[src/rtl/filterbank_merge_if.sv]
// Filterbank merge bus: two half-bank input
// streams in, one ordered coefficient stream out.
interface filterbank_merge_if #(
  parameter int I_BW = 32,
  parameter int O_BW = 32
);
  logic [I_BW-1:0] even_data_i;
  logic            even_valid_i;
  logic [I_BW-1:0] odd_data_i;
  logic            odd_valid_i;
  logic [O_BW-1:0] data_o;
  logic            valid_o;
  logic            last_o;
  logic            overflow_o;

  modport master (
    output even_data_i,
    output even_valid_i,
    output odd_data_i,
    output odd_valid_i,
    input  data_o,
    input  valid_o,
    input  last_o,
    input  overflow_o
  );

  modport slave (
    input  even_data_i,
    input  even_valid_i,
    input  odd_data_i,
    input  odd_valid_i,
    output data_o,
    output valid_o,
    output last_o,
    output overflow_o
  );
endinterface

[src/rtl/filterbank_merge.sv]
// Merges even/odd filterbank halves into one
// in-order coefficient frame via two small FIFOs.
module filterbank_merge #(
  parameter int I_BW       = 32,
  parameter int O_BW       = 32,
  parameter int NUM_COEF   = 32,
  parameter int FIFO_DEPTH = 4
) (
  input logic clk_i,
  input logic rst_n_i,
  input logic en_i,
  filterbank_merge_if.slave bus
);
  localparam int AW = $clog2(FIFO_DEPTH);
  localparam int CW = AW + 1;
  localparam int IW = $clog2(NUM_COEF);
  localparam logic [CW-1:0] FULL = CW'(FIFO_DEPTH);
  localparam logic [IW-1:0] LAST_IDX = IW'(NUM_COEF - 1);

  logic [I_BW-1:0] mem [2][FIFO_DEPTH];
  logic [AW-1:0]   wp [2];
  logic [AW-1:0]   rp [2];
  logic [CW-1:0]   cnt [2];
  logic [IW-1:0]   idx;

  logic [1:0]      vin;
  logic [I_BW-1:0] din [2];
  logic [1:0]      push;
  logic [1:0]      pop;
  logic [1:0]      lost;
  logic            sel;
  logic [I_BW-1:0] head;

  // Pick the source half from idx parity and
  // decide push/pop/drop for each half FIFO.
  always_comb begin
    vin    = {bus.odd_valid_i, bus.even_valid_i};
    din[0] = bus.even_data_i;
    din[1] = bus.odd_data_i;
    sel    = idx[0];
    push   = '0;
    pop    = '0;
    lost   = '0;
    for (int h = 0; h < 2; h++) begin
      pop[h]  = (int'(sel) == h) &&
                (cnt[h] != '0);
      push[h] = vin[h] &&
                ((cnt[h] != FULL) || pop[h]);
      lost[h] = vin[h] &&
                (cnt[h] == FULL) && !pop[h];
    end
    head = mem[sel][rp[sel]];
  end

  // FIFO storage; stale words are never read
  // because the pointers are cleared on reset.
  always_ff @(posedge clk_i) begin
    for (int h = 0; h < 2; h++) begin
      if (push[h]) mem[h][wp[h]] <= din[h];
    end
  end

  // Pointers, counts, index and registered outputs.
  always_ff @(posedge clk_i) begin
    if (!rst_n_i || !en_i) begin
      for (int h = 0; h < 2; h++) begin
        wp[h]  <= '0;
        rp[h]  <= '0;
        cnt[h] <= '0;
      end
      idx            <= '0;
      bus.data_o     <= '0;
      bus.valid_o    <= 1'b0;
      bus.last_o     <= 1'b0;
      bus.overflow_o <= 1'b0;
    end else begin
      for (int h = 0; h < 2; h++) begin
        if (push[h]) wp[h] <= wp[h] + 1'b1;
        if (pop[h])  rp[h] <= rp[h] + 1'b1;
        if (push[h] && !pop[h])
          cnt[h] <= cnt[h] + 1'b1;
        else if (pop[h] && !push[h])
          cnt[h] <= cnt[h] - 1'b1;
      end
      if (|lost) bus.overflow_o <= 1'b1;
      bus.valid_o <= |pop;
      bus.last_o  <= (|pop) && (idx == LAST_IDX);
      if (|pop) begin
        bus.data_o <= O_BW'(head);
        idx <= (idx == LAST_IDX) ? '0
                                 : idx + 1'b1;
      end
    end
  end
endmodule
[src/flat_wrapper.sv]
// flat-port wrapper written by rule: the top's interface ports become plain ports
module filterbank_merge_flat 
#(
  parameter int I_BW       = 32,
  parameter int O_BW       = 32,
  parameter int NUM_COEF   = 32,
  parameter int FIFO_DEPTH = 4
)
  (clk_i, rst_n_i, en_i, bus_even_data_i, bus_even_valid_i, bus_odd_data_i, bus_odd_valid_i, bus_data_o, bus_valid_o, bus_last_o, bus_overflow_o);
  filterbank_merge_if #(.I_BW(I_BW), .O_BW(O_BW)) bus_i ();
  input logic clk_i;
  input logic rst_n_i;
  input logic en_i;
  input wire logic [$bits(bus_i.even_data_i)-1:0] bus_even_data_i;
  input wire logic [$bits(bus_i.even_valid_i)-1:0] bus_even_valid_i;
  input wire logic [$bits(bus_i.odd_data_i)-1:0] bus_odd_data_i;
  input wire logic [$bits(bus_i.odd_valid_i)-1:0] bus_odd_valid_i;
  output wire logic [$bits(bus_i.data_o)-1:0] bus_data_o;
  output wire logic [$bits(bus_i.valid_o)-1:0] bus_valid_o;
  output wire logic [$bits(bus_i.last_o)-1:0] bus_last_o;
  output wire logic [$bits(bus_i.overflow_o)-1:0] bus_overflow_o;
  assign bus_i.even_data_i = bus_even_data_i;
  assign bus_i.even_valid_i = bus_even_valid_i;
  assign bus_i.odd_data_i = bus_odd_data_i;
  assign bus_i.odd_valid_i = bus_odd_valid_i;
  assign bus_data_o = bus_i.data_o;
  assign bus_valid_o = bus_i.valid_o;
  assign bus_last_o = bus_i.last_o;
  assign bus_overflow_o = bus_i.overflow_o;
  filterbank_merge #(.I_BW(I_BW), .O_BW(O_BW), .NUM_COEF(NUM_COEF), .FIFO_DEPTH(FIFO_DEPTH)) u_core (.clk_i(clk_i), .rst_n_i(rst_n_i), .en_i(en_i), .bus(bus_i));
endmodule
[config.mk]
export PLATFORM = sky130hd
export DESIGN_NAME = filterbank_merge_flat
export DESIGN_NICKNAME = d
export VERILOG_FILES = /design/src/rtl/filterbank_merge_if.sv /design/src/rtl/filterbank_merge.sv /design/src/flat_wrapper.sv
export SDC_FILE = /design/constraint.sdc
export NUM_CORES = 1
export LEC_CHECK = 0
export ABC_AREA = 1
export BUFFER_PORTS_ARGS = -buffer_cell sky130_fd_sc_hd__buf_4
export CAP_MARGIN = 20
export CORE_MARGIN = 5
export CORE_UTILIZATION = 55
export CTS_BUF_LIST = sky130_fd_sc_hd__clkbuf_16
export DETAILED_ROUTE_END_ITERATION = 10
export PLACE_DENSITY = 0.74
export SETUP_SLACK_MARGIN = 0.15
export SLEW_MARGIN = 30
export SYNTH_ARGS = -nofsm -noshare
export SYNTH_HDL_FRONTEND = slang
export SYNTH_SLANG_ARGS = --single-unit
[constraint.sdc]
create_clock -name clk_i -period 5.41 [get_ports clk_i]
set_input_delay 1.082 -clock clk_i [delete_from_list [all_inputs] [get_ports clk_i]]
set_output_delay 1.082 -clock clk_i [all_outputs]
set_load 0.01 [all_outputs]
==> flow_summary.yaml, run 1 <==
outcome:
  outcome: "complete, no violations"
floorplanning:
  die_y_um: 165
  rows: 56
  dieArea_mm2: 0.0274
  core-area_mm2: 0.0236
  start_util_pct: 56.2
  pin_count: 104
  die_x_um: 165
sta:
  slew_violations: 0
  holdWs_ns: 0.495
  fin_crit_ns: 3.07
  fin_skew_ns: 0.0158
  tightest_slew_ns: 0.894
  max_freq_ghz: 0.325
  post-route-period-util_pct: 56.8
  setup_viol_count_final: 0
  setup_tns_ns: 0
  relSlewSlack_pct: 40.3
  final_hold_viol_count: 0
  rsz0062_at_grt: "false"
setup_path:
  endpoint_kind: "register"
  slowest_stage: "inv_1"
  arrival_ns: 3.40
  crit_buf_inv: 3
  path_delay_family: "simple AND/OR/NAND/NOR gates"
  startpoint_type: "primary input"
  startpoint: "en_i"
  critPathKind: "in -> reg"
  cp_cell_sequence: "buf_4 -> nand2_2 -> inv_1 -> nand4_1 -> fa_1 -> xor2_1 -> xor2_1 -> nand2_1 -> inv_1"
  path_depth: 9
  crit_fanout: 35
  critPathRequiredTime_ns: 5.73
  cpPeakStageDelay_ns: 0.55
  reg2reg_depth: 8
clock_tree:
  post_cts_buffers: 0
  cts_hold_buf: 0
  cts_buffers: 31
  clockBufferDepth: 3
  clock_latency_ns: 0.56
  cts_tree: "done"
  clk_pin_slew_ns: 0.06
  cts_root_buf: "clkbuf_16"
  htreeDepth: 1
  cts_resized: 0
  clock_sinks: 311
yosys:
  yosys.area.top_type: "edfxtp_1"
  syn_inst: 1315
  synth.avg_cell_area_um2: 10.1
  synth.cells.most_frequent: "nand2_1 (445), edfxtp_1 (270), inv_1 (203)"
  synth_async_sr_flop_share_pct: 0
  synth_top_area_share_pct: 61.1
  synth.area.top_cells: "edfxtp_1 (61%), nand2_1 (13%), dfxtp_1 (6.2%)"
  ys_seq_elements: 311
  synth_most_common_cell: "nand2_1"
  synth_ff_type: "edfxtp_1"
  synth_warnings: 0
  yosysSeqAreaShare_pct: 67.2
  synth_edf_count: 270
  synth_cell_types: 25
  syn-num-nets: 1398
  synth_area_mm2: 0.0133
power_and_ir_drop:
  p_leak_uw: 0.00662
  ir_worst_vdd_mv: 0.272
  cellPowerDensity_mw_per_mm2: 380
detailed_routing:
  drc_errors: 0
  drtIter0Drc: 664
  first_pass_iters: 5
  viasPerCell: 5.01
  num_vias: 8784
  wl_per_cell_um: 15.9
  totalWireLength_um: 27900
  postRouteAntennaNets: 0
grt:
  grt_pass1_wl_um: 43700
  antenna_found_initial: 1
  grt_max_degree: 89
  grt_pass1_vias: 8588
  grt.overflow.total: 0
  grt.total_usage_pct: 20.6
placement:
  place_hpwl_um: 16100
  portBuffers: 103
  place_congestion: 0.772
final_layout:
  syn2layout_area_growth_pct: 15.3
  layout.nets: 1490
  drive_above_1_share_pct: 12.7
min_path:
  min_from: "u_core.bus.overflow_o"
  hold_depth: 2
  hold_path.class: "reg -> reg"
flow_run:
  drv_cap: 0
==> layout make-up <==
class	count	area [um2]
sequential	311	8930
fill	1802	8300
multi-input combinational	742	3300
timing repair buffer	117	891
clock buffer	31	776
inverter	204	766
tap	319	399
clock inverter	27	243
antenna	2	5.00
==> where the power goes <==
group	internal [uW]	switching [uW]	leakage [uW]
Combinational	285	585	0.00327
Clock	1230	884	0.000504
Sequential	2760	71.5	0.00284
Total	4280	1540	0.00662
==> sequential cells by signal (all words and copies together) (netlist names), named ones only <==
signal / count
u_core.mem: 256
u_core.cnt: 6
u_core.bus.data_o: 32
u_core.bus.last_o: 1
u_core.bus.valid_o: 1
u_core.wp: 4
u_core.bus.overflow_o: 1
u_core.rp: 4
u_core.idx: 5
==> worst reg2reg max path: stages (launching register included) <==
cell	delay, ns
dfxtp_4	0.87
nand2_1	0.23
o21ai_4	0.10
buf_4	0.46
inv_2	0.52
nand2_1	0.20
nand3_1	0.17
nand2_1	0.12
inv_1	0.04
==> kinds of logic (layout without fill, tap and decap cells) <==
family	after synthesis	in the layout	share of synthesized area (%)
fa+ha+maj	14	14	1.38
xor+xnor	7	7	0.462
other cells	0	2	0
flops	311	311	67.2
simple gates	581	581	17.1
buf+inv	262	379	8.48
compound gates	140	140	5.39
==> metal layers <==
layer,part of all wire [%],track usage (%)
met1,42,26.9
met2,49,35.1
met3,6.9,3.75
met4,2.3,6.86
met5,0,0
==> cells in the final DEF (no fill, tap or decap), types with 2 or more instances in the layout <==
master and count:
a21oi_1 4, buf_4 116, bufinv_16 4, clkbuf_16 31, clkinv_1 7, clkinv_2 5, clkinv_4 2, clkinvlp_4 4
dfxtp_1 40, diode_2 2, edfxtp_1 270, ha_1 13, inv_1 206, inv_2 2, nand2_1 443, nand2_2 2
nand3_1 39, nand4_1 2, nor2_1 82, nor2_4 8, o21ai_0 134, o21ai_4 2, xnor2_1 2, xor2_1 5
==> worst paths after layout <==
path	end	slack, ns
min	u_core.bus.overflow_o	0.49
max	u_core.cnt[0][2]	2.34
max reg2reg	u_core.bus.data_o[10]	2.61
min reg2reg	u_core.bus.overflow_o	0.49
==> metrics by stage <==
step                area [um2]  instances  total power (uW)  util, %  setup WS [ns]
finish                   15300       1753              5820     64.8           2.34
global route             15300       1752              6090     64.8           2.15
global placement         14300       1692              3720     60.4           1.83
floorplan                13300       1315              3460        -           2.23
CTS                      15300       1751              5850     64.8           2.34
detailed placement       14300       1693              3750     60.5           1.75
Power figures use the tool's default switching activity.
==> run 2, diff against run 1 <==
- ABC_AREA: 1 -> 0
- clock period: 5.41 -> 2.9 ns (I/O delays scaled with it)
==> run 2 against run 1 <==
Compared with the run above:
- sequential cell count unchanged
- setup slack worse by 1.6 ns
- register-to-register slack worse by 1.9 ns
- synthesized cell count down 48%
- combinational power up 100%
- die area down 8.6%
- sequential power up 90%
- final area down 8.6%
- worst hold slack worse by 0.25 ns
- clock skew down 0.0040 ns
- global-route usage down 1.6 points
- critical endpoint unchanged
- largest power group unchanged
==> flow_summary.yaml, run 2 <==
floorplanning:
  rows: 54
  dieArea_mm2: 0.0250
  pin_count: 104
  die_y_um: 158
  core-area_mm2: 0.0217
  die_x_um: 158
  start_util_pct: 55.6
clock_tree:
  cts_resized: 0
  clk_pin_slew_ns: 0.06
  cts_hold_buf: 0
  clock_sinks: 311
  cts_buffers: 30
  clock_latency_ns: 0.53
  cts_root_buf: "clkbuf_16"
  cts_tree: "done"
  post_cts_buffers: 0
  htreeDepth: 1
  clockBufferDepth: 3
setup_path:
  startpoint: "u_core.idx[0]"
  arrival_ns: 2.46
  endpoint_kind: "register"
  critPathKind: "reg -> reg"
  r2r-start: "u_core.idx[0]"
  crit_fanout: 15
  startpoint_type: "register"
  critPathRequiredTime_ns: 3.19
sta:
  fin_skew_ns: 0.0117
  tightest_slew_ns: 0.874
  slew_violations: 0
  holdWs_ns: 0.243
  relSlewSlack_pct: 41.8
  fin_crit_ns: 2.18
  final_hold_viol_count: 0
  max_freq_ghz: 0.459
  setup_tns_ns: 0
  rsz0062_at_grt: "false"
  post-route-period-util_pct: 75.1
  setup_viol_count_final: 0
yosys:
  syn_inst: 684
  yosysSeqAreaShare_pct: 74.0
  syn-num-nets: 767
  synth_cell_types: 43
  synth_area_mm2: 0.0121
  synth_top_area_share_pct: 67.2
  synth_ff_type: "edfxtp_1"
  synth_most_common_cell: "edfxtp_1"
  synth.area.top_cells: "edfxtp_1 (67%), dfxtp_1 (6.8%), mux4_2 (6.0%)"
  synth_edf_count: 270
  synth.cells.most_frequent: "edfxtp_1 (270), mux2i_1 (66), dfxtp_1 (41)"
  synth.avg_cell_area_um2: 17.6
  synth_async_sr_flop_share_pct: 0
  ys_seq_elements: 311
  synth_warnings: 0
  yosys.area.top_type: "edfxtp_1"
grt:
  grt_pass1_vias: 6716
  antenna_found_initial: 0
  grt.total_usage_pct: 19.1
  grt.overflow.total: 0
  grt_pass1_wl_um: 36600
  grt_max_degree: 52
power_and_ir_drop:
  p_leak_uw: 0.00523
  ir_worst_vdd_mv: 0.597
  cellPowerDensity_mw_per_mm2: 762
  p_total_uw: 10700
final_layout:
  largest_reg_flops: 256
  final_cell_mix: "edfxtp_1 (270), buf_4 (112), mux2i_1 (66), dfxtp_1 (40)"
  final_common_cell: "edfxtp_1"
  drive_above_1_share_pct: 28.1
  layout.nets: 880
  syn2layout_area_growth_pct: 16.0
  final_area_mm2: 0.0140
detailed_routing:
  viasPerCell: 5.74
  wl_per_cell_um: 21.7
  postRouteAntennaNets: 0
  wl_met1_um: 9860
  totalWireLength_um: 23800
  wl_met3_um: 1250
  num_vias: 6310
  top_layer_used: "met4"
  first_pass_iters: 5
  drc_errors: 0
  dr_wl_met2_um: 12300
  drtIter0Drc: 426
flow_run:
  drv_cap: 0
outcome:
  outcome: "complete, no violations"
placement:
  portBuffers: 103
  place_hpwl_um: 14400
  place_congestion: 0.743
  dpl_cell_area_mm2: 0.0131
min_path:
  min_from: "bus_even_data_i[20]"
  hold_path.class: "in -> reg"
run 2: kinds of logic (layout without fill, tap and decap cells):
logic type	count (synthesis)	count (layout)	share of synthesized area [%]
xor+xnor	4	4	0.291
other cells	0	1	0
flops	311	311	74.0
buf+inv	45	179	2.61
simple gates	93	93	3.67
compound gates	117	117	6.12
fa+ha+maj	14	14	1.51
mux	100	100	11.8
run 2: area by class of cell:
class                      instances  area (um2)
antenna                            1        2.50
clock buffer                      31         776
clock inverter                    22         116
fill                            1466        7700
inverter                           9        33.8
multi-input combinational        328        2840
sequential                       311        8930
tap                              280         350
timing repair buffer             117         941
run 2: final timing paths:
kind / cells past startpoint / endpoint / slack (ns)
worst min-delay path: 1 / u_core.mem[0][52] / 0.24
worst max register to register: 6 / u_core.cnt[0][2] / 0.72
worst max-delay path: 6 / u_core.cnt[0][2] / 0.72
worst min register to register: 2 / u_core.bus.data_o[28] / 0.46
run 2: layer usage:
layer / global-route usage [%] / up-vias
li1: - / 2895
met1: 25.2 / 3187
met2: 33.6 / 194
met3: 2.87 / 34
met4: 4.63 / 0
met5: 0 / -
run 2: worst max-delay path: stages (launching register included):
cell and delay [ns]:
dfxtp_1 0.46, or3_4 0.47, or2_1 0.26, fa_1 0.39, xor2_1 0.17, xnor2_1 0.14
nor2_1 0.05
run 2: stage by stage:
step | utilization, % | setup WS (ns) | std cells
after floorplan | - | 0.749 | 684
after global placement | 60.3 | 0.541 | 1045
after detailed placement | 60.4 | 0.533 | 1045
after CTS | 64.5 | 0.717 | 1098
after global routing | 64.5 | 0.587 | 1098
final | 64.5 | 0.722 | 1099
run 2: power breakdown:
part           switching [uW]  total (uW)  internal, uW
registers                 146        5380          5240
logic                    1010        1770           760
clock network            1510        3510          2000
==> run 3, diff against run 2 <==
- ABC_AREA: 0 -> 1
- clock period: 2.9 -> 2.2 ns (I/O delays scaled with it)
==> run 3 against run 2 <==
Compared with the run above:
- count of clock-buffer cells in the layout unchanged
- combinational power up 31%
- first-iteration DRC count up 89%
- power up 30%
- die area up 9.4%
- sequential share of layout area down 6.0 points
==> flow_summary.yaml, run 3 (synthesized netlist as in run 1, its figures left out) <==
power_and_ir_drop:
  p_leak_uw: 0.00671
  cellPowerDensity_mw_per_mm2: 896
  comb_power_share_pct: 16.7
  switchingPower_uw: 3730
  switching_share_pct: 26.9
  intPower_uw: 10100
  power_frac_clock_pct: 33.2
  ir_worst_vdd_mv: 0.667
  p_seq_share_pct: 50.0
  p_total_uw: 13800
floorplanning:
  rows: 56
  die_y_um: 165
  core-area_mm2: 0.0236
  start_util_pct: 56.2
  die_x_um: 165
  pin_count: 104
  dieArea_mm2: 0.0274
sta:
  max_freq_ghz: 0.542
  setup_tns_ns: 0
  rsz0062_at_grt: "false"
  relSlewSlack_pct: 45.0
  final_hold_viol_count: 0
  fin_crit_ns: 1.84
  layout_setup_ws_ns: 0.356
  tightest_slew_ns: 0.824
  post-route-period-util_pct: 83.8
  fin_skew_ns: 0.0111
  slew_violations: 0
  setup_viol_count_final: 0
grt:
  grt_max_degree: 121
  antenna_found_initial: 0
  grt.overflow.total: 0
  grt_pass1_wl_um: 45100
  grt.total_usage_pct: 21.2
  grt_pass1_vias: 8629
setup_path:
  crit_end: "u_core.wp[0][3]"
  crit_fanout: 4
  endpoint_kind: "register"
  startpoint: "u_core.cnt[1][0]"
  critPathRequiredTime_ns: 2.47
  reg2reg_slack_ns: 0.36
  reg2reg_depth: 7
  critPathKind: "reg -> reg"
  startpoint_type: "register"
  arrival_ns: 2.12
  r2r-start: "u_core.cnt[1][0]"
  r2r-end: "u_core.wp[0][3]"
placement:
  place_inst: 1710
  place_congestion: 0.827
  place_ws_ns: 0.317
  portBuffers: 103
  place_hpwl_um: 17000
clock_tree:
  cts_resized: 0
  clock_latency_ns: 0.55
  htreeDepth: 1
  cts_tree: "done"
  clockBufferDepth: 3
  post_cts_buffers: 0
  clk_pin_slew_ns: 0.06
  clock_sinks: 311
  cts_hold_buf: 0
  cts_root_buf: "clkbuf_16"
  cts_buffers: 30
final_layout:
  layout.nets: 1506
  n_antenna_cell: 0
  fin_cells: 1766
  final_common_cell: "nand2_1"
  largest_reg_flops: 256
  drive_above_1_share_pct: 13.3
  syn2layout_area_growth_pct: 16.3
  final_cell_mix: "nand2_1 (443), edfxtp_1 (270), inv_1 (213), o21ai_0 (134), buf_4 (122)"
outcome:
  outcome: "complete, no violations"
detailed_routing:
  drtIter0Drc: 805
  postRouteAntennaNets: 0
  totalWireLength_um: 28700
  num_vias: 8922
  viasPerCell: 5.05
  first_pass_iters: 5
  wl_per_cell_um: 16.3
  drc_errors: 0
min_path:
  hold_path.class: "in -> reg"
flow_run:
  drv_cap: 0
[run 3: power by group through the flow]
stage	Combinational, uW	Sequential [uW]	Clock, uW
floorplan	1470	7050	0
global placement	2260	7040	0
detailed placement	2300	7040	0
CTS	2330	6920	4670
global route	2600	6950	4930
finish	2310	6920	4590
[run 3: area by class of cell]
| type | count | area (um2) |
|---|---|---|
| multi-input combinational | 742 | 3300 |
| sequential | 311 | 8930 |
| inverter | 204 | 766 |
| clock inverter | 25 | 113 |
| tap | 319 | 399 |
| fill | 1790 | 8170 |
| clock buffer | 31 | 776 |
| timing repair buffer | 134 | 1160 |
[run 3: worst min path at each step]
stage                     cells after the start               endpoint  slack, ns                  start
after floorplan                               2          u_core.idx[3]       0.47          u_core.idx[3]
after global placement                        2  u_core.bus.overflow_o       0.47  u_core.bus.overflow_o
after detailed placement                      2  u_core.bus.overflow_o       0.47  u_core.bus.overflow_o
after CTS                                     1      u_core.mem[1][30]       0.08     bus_odd_data_i[30]
after global routing                          1      u_core.mem[1][30]       0.08     bus_odd_data_i[30]
final                                         1     u_core.mem[1][120]        0.1     bus_odd_data_i[24]
[run 3: worst max-delay path, cell delays in order, from the launching register on]
cell and delay (ns):
edfxtp_1 0.39, inv_1 0.12, ha_1 0.18, nand3_1 0.09, nand2_1 0.11, inv_1 0.08
o21ai_0 0.49, nor2_1 0.10
[run 3: per-stage QoR]
step	hold WS (ns)	area, um2	utilization [%]
floorplan	0.472	13300	-
global placement	0.473	14600	61.6
detailed placement	0.468	14600	61.6
CTS	0.0769	15400	65.4
global route	0.0829	15400	65.4
finish	0.0964	15400	65.4
[run 3: per-layer routing]
layer | routed length (um) | vias up | track usage [%]
met4 | 508 | 0 | 5.77
met3 | 2090 | 49 | 2.95
met2 | 13900 | 322 | 35.1
met1 | 12200 | 4143 | 29.9
met5 | 0 | - | 0
li1 | - | 4408 | -
